### src/rtl/sram_ctrl_pkg.sv
// Shared types and default sizing for the SRAM port arbiter.
package sram_ctrl_pkg;

  localparam int DEF_ADDR_W   = 12;
  localparam int DEF_DATA_W   = 8;
  localparam int DEF_WAIT_CYC = 2;   // strobe width in cycles, legal 1..15

  // Bus phase of the single in-flight SRAM access.
  typedef enum logic [1:0] {
    IDLE,
    SETUP,
    ACTIVE,
    RECOVER
  } state_e;

  // One requester transaction at the default bus widths.
  typedef struct packed {
    logic                  we;
    logic [DEF_ADDR_W-1:0] addr;
    logic [DEF_DATA_W-1:0] wdata;
  } sram_req_t;

endpackage

### src/rtl/rr_arb2.sv
// Two-way round-robin arbiter: one-hot grant, pointer moves on accept.
module rr_arb2 (
  input  logic       clk,
  input  logic       rst,
  input  logic [1:0] req,
  input  logic       accept,
  output logic [1:0] grant
);

  // High when port 1 wins a tie; port 0 is favoured out of reset.
  logic prio_1;

  // Grant decode: lone requester wins, ties go to the favoured port.
  // NOTE: assign every always_comb output a default first so no path leaves it unassigned and infers a latch.
  always_comb begin
    grant = 2'b00;
    case (req)
      2'b01:   grant = 2'b01;
      2'b10:   grant = 2'b10;
      2'b11:   grant = prio_1 ? 2'b10 : 2'b01;
      default: grant = 2'b00;
    endcase
  end

  // Pointer update: the port just served loses the next tie.
  // NOTE: registers use non-blocking assignment so every flop samples pre-edge values.
  always_ff @(posedge clk) begin
    if (rst) begin
      prio_1 <= 1'b0;
    end else if (accept) begin
      prio_1 <= grant[0];
    end
  end

endmodule

### src/rtl/sram_port_arbiter.sv
// Two-port front end for an asynchronous SRAM. One access at a time runs
// through SETUP -> ACTIVE (WAIT_CYC cycles) -> RECOVER; strobes are decoded
// from the phase so they drop on the same edge that resets or ends an access.
module sram_port_arbiter
  import sram_ctrl_pkg::*;
#(
  parameter int WAIT_CYC = DEF_WAIT_CYC,
  parameter int ADDR_W   = DEF_ADDR_W,
  parameter int DATA_W   = DEF_DATA_W
) (
  input  logic              clk,
  input  logic              rst,
  input  logic              req0_valid,
  output logic              req0_ready,
  input  logic              req0_we,
  input  logic [ADDR_W-1:0] req0_addr,
  input  logic [DATA_W-1:0] req0_wdata,
  output logic              rsp0_valid,
  output logic [DATA_W-1:0] rsp0_rdata,
  input  logic              req1_valid,
  output logic              req1_ready,
  input  logic              req1_we,
  input  logic [ADDR_W-1:0] req1_addr,
  input  logic [DATA_W-1:0] req1_wdata,
  output logic              rsp1_valid,
  output logic [DATA_W-1:0] rsp1_rdata,
  output logic              sram_csb,
  output logic              sram_wrb,
  output logic [ADDR_W-1:0] sram_abus,
  output logic [DATA_W-1:0] sram_dout,
  output logic              sram_doe,
  input  logic [DATA_W-1:0] sram_din
);

  // Counter value seen on the final ACTIVE cycle.
  localparam logic [3:0] LAST_CNT = 4'(WAIT_CYC - 1);

  state_e            state;
  state_e            state_nxt;
  logic [3:0]        wait_cnt;
  logic [1:0]        grant;
  logic              accept;
  logic              last_active;

  logic              we_q;
  logic              port_q;
  logic [ADDR_W-1:0] addr_q;
  logic [DATA_W-1:0] wdata_q;
  logic [DATA_W-1:0] rdata0_q;
  logic [DATA_W-1:0] rdata1_q;

  rr_arb2 u_arb (
    .clk    (clk),
    .rst    (rst),
    .req    ({req1_valid, req0_valid}),
    .accept (accept),
    .grant  (grant)
  );

  // Accept only from IDLE; reset masks the handshake immediately.
  always_comb begin
    accept      = (state == IDLE) && !rst && (grant != 2'b00);
    req0_ready  = accept && grant[0];
    req1_ready  = accept && grant[1];
    last_active = (state == ACTIVE) && (wait_cnt == LAST_CNT);
  end

  // Next-state logic for the access sequencer.
  always_comb begin
    state_nxt = state;
    case (state)
      IDLE:    if (accept) state_nxt = SETUP;
      SETUP:   state_nxt = ACTIVE;
      ACTIVE:  if (last_active) state_nxt = RECOVER;
      RECOVER: state_nxt = IDLE;
      default: state_nxt = IDLE;
    endcase
  end

  // State register.
  always_ff @(posedge clk) begin
    if (rst) begin
      state <= IDLE;
    end else begin
      state <= state_nxt;
    end
  end

  // Counts ACTIVE cycles; cleared in every other phase.
  always_ff @(posedge clk) begin
    if (rst) begin
      wait_cnt <= 4'd0;
    end else if (state == ACTIVE) begin
      wait_cnt <= wait_cnt + 4'd1;
    end else begin
      wait_cnt <= 4'd0;
    end
  end

  // Latch the granted request; held until the next accept so the address
  // bus stays put from SETUP through RECOVER and idles at its last value.
  always_ff @(posedge clk) begin
    if (rst) begin
      we_q    <= 1'b0;
      port_q  <= 1'b0;
      addr_q  <= '0;
      wdata_q <= '0;
    end else if (accept) begin
      port_q  <= grant[1];
      we_q    <= grant[1] ? req1_we    : req0_we;
      addr_q  <= grant[1] ? req1_addr  : req0_addr;
      wdata_q <= grant[1] ? req1_wdata : req0_wdata;
    end
  end

  // Per-port response data: sampled bus on reads, zero on writes, updated
  // on the last strobe cycle so it is ready for the RECOVER pulse.
  always_ff @(posedge clk) begin
    if (rst) begin
      rdata0_q <= '0;
      rdata1_q <= '0;
    end else if (last_active) begin
      if (port_q) begin
        rdata1_q <= we_q ? '0 : sram_din;
      end else begin
        rdata0_q <= we_q ? '0 : sram_din;
      end
    end
  end

  // SRAM pins and responses decoded from the phase. Write data keeps being
  // driven through RECOVER to give hold time after WRB rises.
  always_comb begin
    sram_csb   = rst || !((state == SETUP) || (state == ACTIVE));
    sram_wrb   = rst || !((state == ACTIVE) && we_q);
    sram_doe   = !rst && we_q && ((state == ACTIVE) || (state == RECOVER));
    sram_abus  = addr_q;
    sram_dout  = wdata_q;
    rsp0_valid = !rst && (state == RECOVER) && !port_q;
    rsp1_valid = !rst && (state == RECOVER) && port_q;
    rsp0_rdata = rdata0_q;
    rsp1_rdata = rdata1_q;
  end

endmodule

### config.mk
export PLATFORM = sky130hd
export DESIGN_NAME = sram_port_arbiter
export DESIGN_NICKNAME = d
export VERILOG_FILES = /design/src/rtl/sram_ctrl_pkg.sv /design/src/rtl/rr_arb2.sv /design/src/rtl/sram_port_arbiter.sv
export SDC_FILE = /design/constraint.sdc
export NUM_CORES = 1
export LEC_CHECK = 0
export BUFFER_PORTS_ARGS = -buffer_cell sky130_fd_sc_hd__buf_2
export CORE_ASPECT_RATIO = 1.5
export CORE_UTILIZATION = 30
export DETAILED_ROUTE_END_ITERATION = 12
export PLACE_DENSITY = 0.52
export RECOVER_POWER = 25
export SYNTH_ARGS = -nofsm -noshare
export SYNTH_HDL_FRONTEND = slang
export SYNTH_HIERARCHICAL = 1
export SYNTH_SLANG_ARGS = --single-unit
### constraint.sdc
create_clock -name clk -period 1.8 [get_ports clk]
set_input_delay 0.27 -clock clk [delete_from_list [all_inputs] [get_ports clk]]
set_output_delay 0.27 -clock clk [all_outputs]
set_load 0.01 [all_outputs]
==> results by group <==
Outcome
  • Status: finished, final reports clean

Yosys
  • Yosys warnings: 6
  • Average size of a mapped cell: 9.74 µm²
  • Post-synth top flop: dfxtp_1
  • Gate Count Post-Synth: around 230
  • Synth cell types: 37
  • Synth Register Bits: 45
  • EDFF count, synth: 0
  • Share of the synthesized area in the top cell type: between 40% and 50%
  • Yosys top cell by area: dfxtp_1
  • Post-Syn Area: around 2200 µm²
  • Register area share after synthesis: between 40 and 50%
  • Post-Syn Nets: 286
  • Async SR Flop Fraction: 0%
  • Area contributors post-synth: dfxtp_1, a211oi_2, mux2i_1

Global route
  • Vias in the first global route: 1693
  • First-pass GRT wire length: 7.76 mm
  • Grt ovf: 0
  • Largest net degree at the start of global routing: 49
  • Total GRT Usage: 12.8%
  • Initial antenna violation count: 0

Pwr
  • Clock power share: 20.8%
  • Leak: 1.24 nW
  • Sequential power share: about two fifths
  • Net Sw Frac: between 30% and 40%
  • Worst vdd ir: 0.000423 V
  • Comb pwr share: approximately 37%
  • Net Switching: just over 1 mW
  • P_int: 1.94 mW
  • Pwr Density: 1020 nW/µm²

Floorplan
  • Num rows: 38
  • Vert. Die Dim: roughly 110 µm
  • Die W: slightly above 70 µm
  • Core area: 7180 µm²
  • Total die area: around 7700 µm²
  • Starting Density: 30.8%
  • Ports: 97

Place
  • GP Congestion: 0.710
  • Detail Placement HPWL: roughly 3.7 mm
  • IO Port Bufs: 96
  • Placed cells: 412
  • Placement Cell Area: 2790 µm²

Layout
  • Most frequent cells in the layout: buf_2, dfxtp_1, nand2_1
  • # nets final: 378
  • Utilization after layout: a little over 40%
  • Fill cells: around 760
  • Final instance area: 2890 µm²
  • Share of cells above drive strength 1: 47.8%
  • Antenna Cells: 0
  • Final Non-Filler Cells: 420
  • Commonest non-fill, non-tap cell in the layout: buf_2
  • Area Overhead vs Synth: 30.7%
  • Area of the multi-input gates: 1180 µm²
  • FF+latch area: 903 µm²

Clock tree
  • CTS tree: built
  • Hold buffers post-CTS: 0
  • Clock Sinks: 45
  • CTS root buf: clkbuf_8
  • H-tree Lvls: 2
  • Post-CTS Setup Inserts: 0
  • Clock transition at the registers of the reported paths: 0.08 ns
  • Skew-Pair Late Insertion Delay: 0.30 ns
  • PostCTS Resize Cnt: 0
  • Cts bufs inserted: 5
  • Clock Tree Buf Depth: 2

Worst setup path
  • Crit path cell chain: inv_1, ha_1, nor2b_4, and2_1, buf_2
  • WP buf/inv: 2
  • Crit-path max FO: 3
  • Critical Path Source Type: register
  • Kind of critical path: register to output pin
  • Worst path top cell family by delay: simple AND/OR/NAND/NOR gates
  • Slowest-stage cell, CP: dfxtp_1
  • CP peak stage delay: 0.31 ns
  • Crit path capture type: output pin
  • Required time of the critical path: between 1.5 and 2 ns
  • Data arrival, critical path: 1.42 ns

Routing
  • Routed WL: 4.94 mm
  • ANT nets after route: 0
  • Drt initial violations: 42
  • DRT Pass-1 Iters: 4
  • Drt via density: 4.35
  • DR WL/cell: 11.8 µm
  • Vias: around 1800
  • DRC: 0

Timing
  • Hold Fails Final Rpt: 0
  • Final Slew Violations: 0
  • Period utilization: 93.9%
  • Unrepaired setup endpoints after global routing: yes
  • Tightest Pin Transition: 0.424 ns
  • Setup violators final: 0
  • Final critical-path required period: 1.69 ns
  • FMAX: 0.592 GHz
  • Slew headroom: a little under three quarters
  • Skew final: 0.0107 ns

Flow run
  • Max-cap violations: 0

Worst hold path
  • HP Class: input port to register
flip-flops by register name, indices dropped and copies added, names as in the netlist, 2 cells and up:
name,flops
sram_abus,12
rsp0_rdata,8
rsp1_rdata,8
sram_dout,8
wait_cnt,4
state,2
area by class of cell:
| cell class | count | area share [%] |
|---|---|---|
| Tap cell | 100 | 4.33 |
| Clock inverter | 1 | 0.260 |
| Clock buffer | 7 | 2.64 |
| Multi-Input combinational cell | 159 | 40.8 |
| Sequential cell | 45 | 31.3 |
| Timing Repair Buffer | 102 | 19.9 |
| Inverter | 6 | 0.779 |
cells in the mapped netlist, types with 3 or more instances:
library cell	n
nor2_1	10
clkbuf_1	5
a211oi_1	3
nand2_1	33
nor2_2	17
buf_6	3
nor2b_1	8
nand2b_1	4
inv_1	6
dfxtp_1	45
a21oi_1	16
a211oi_2	19
mux2i_1	22
ha_1	5
buf_2	5
worst paths after layout:
| check | endpoint | startpoint | slack, ns | cells after the start |
|---|---|---|---|---|
| hold reg to reg | rsp0_rdata[6]$_SDFFE_PP0P_ | rsp0_rdata[6]$_SDFFE_PP0P_ | 0.46 | 2 |
| setup reg to reg | sram_abus[0]$_SDFFE_PP0P_ | state[0]$_SDFFE_PP0P_ | 0.13 | 7 |
| hold / removal | sram_abus[6]$_SDFFE_PP0P_ | req0_addr[6] | 0.33 | 3 |
| setup / recovery | req0_ready | state[0]$_SDFFE_PP0P_ | 0.11 | 5 |
kinds of logic (layout without fill, tap and decap cells):
logic type	Yosys count	in the layout	synth area share, %
AND/OR/NAND/NOR	86	86	20.9
buffers and inverters	23	116	7.02
AO/OA/AOI/OAI	44	44	17.7
adder cells (fa/ha/maj)	5	5	2.83
flip-flops	45	45	40.7
XOR/XNOR	2	2	0.792
multiplexers	22	22	9.96
metrics by stage:
step	setup TNS, ns	power, mW	setup WS (ns)	hold slack [ns]
after CTS	0	2.99	0.0207	0.314
after floorplan	0	2.08	0.309	0.434
after global routing	-0.0912	3.17	-0.0343	0.327
after global placement	0	2.34	0.233	0.445
final	0	2.96	0.109	0.326
after detailed placement	0	2.37	0.180	0.444
power groups by stage:
stage | clock (mW) | combinational, mW | sequential, mW
2_1_floorplan | 0 | 0.784 | 1.29
3_3_place_gp | 0 | 1.08 | 1.26
3_5_place_dp | 0 | 1.11 | 1.26
4_1_cts | 0.647 | 1.11 | 1.24
5_1_grt | 0.681 | 1.23 | 1.26
6_report | 0.616 | 1.11 | 1.24
tightest hold or removal path, stage by stage:
cell,delay [ns]
buf_2,0.10
mux2i_1,0.12
a211oi_1,0.08
metal layers:
| layer | share of wire, % | global-route usage, % |
|---|---|---|
| met2 | 50 | 22.7 |
| met5 | 0 | 0 |
| met1 | 44 | 14.7 |
| met4 | 1.2 | 4.62 |
| met3 | 4.9 | 2.91 |
Note: power is estimated with default switching activity, not from simulation.
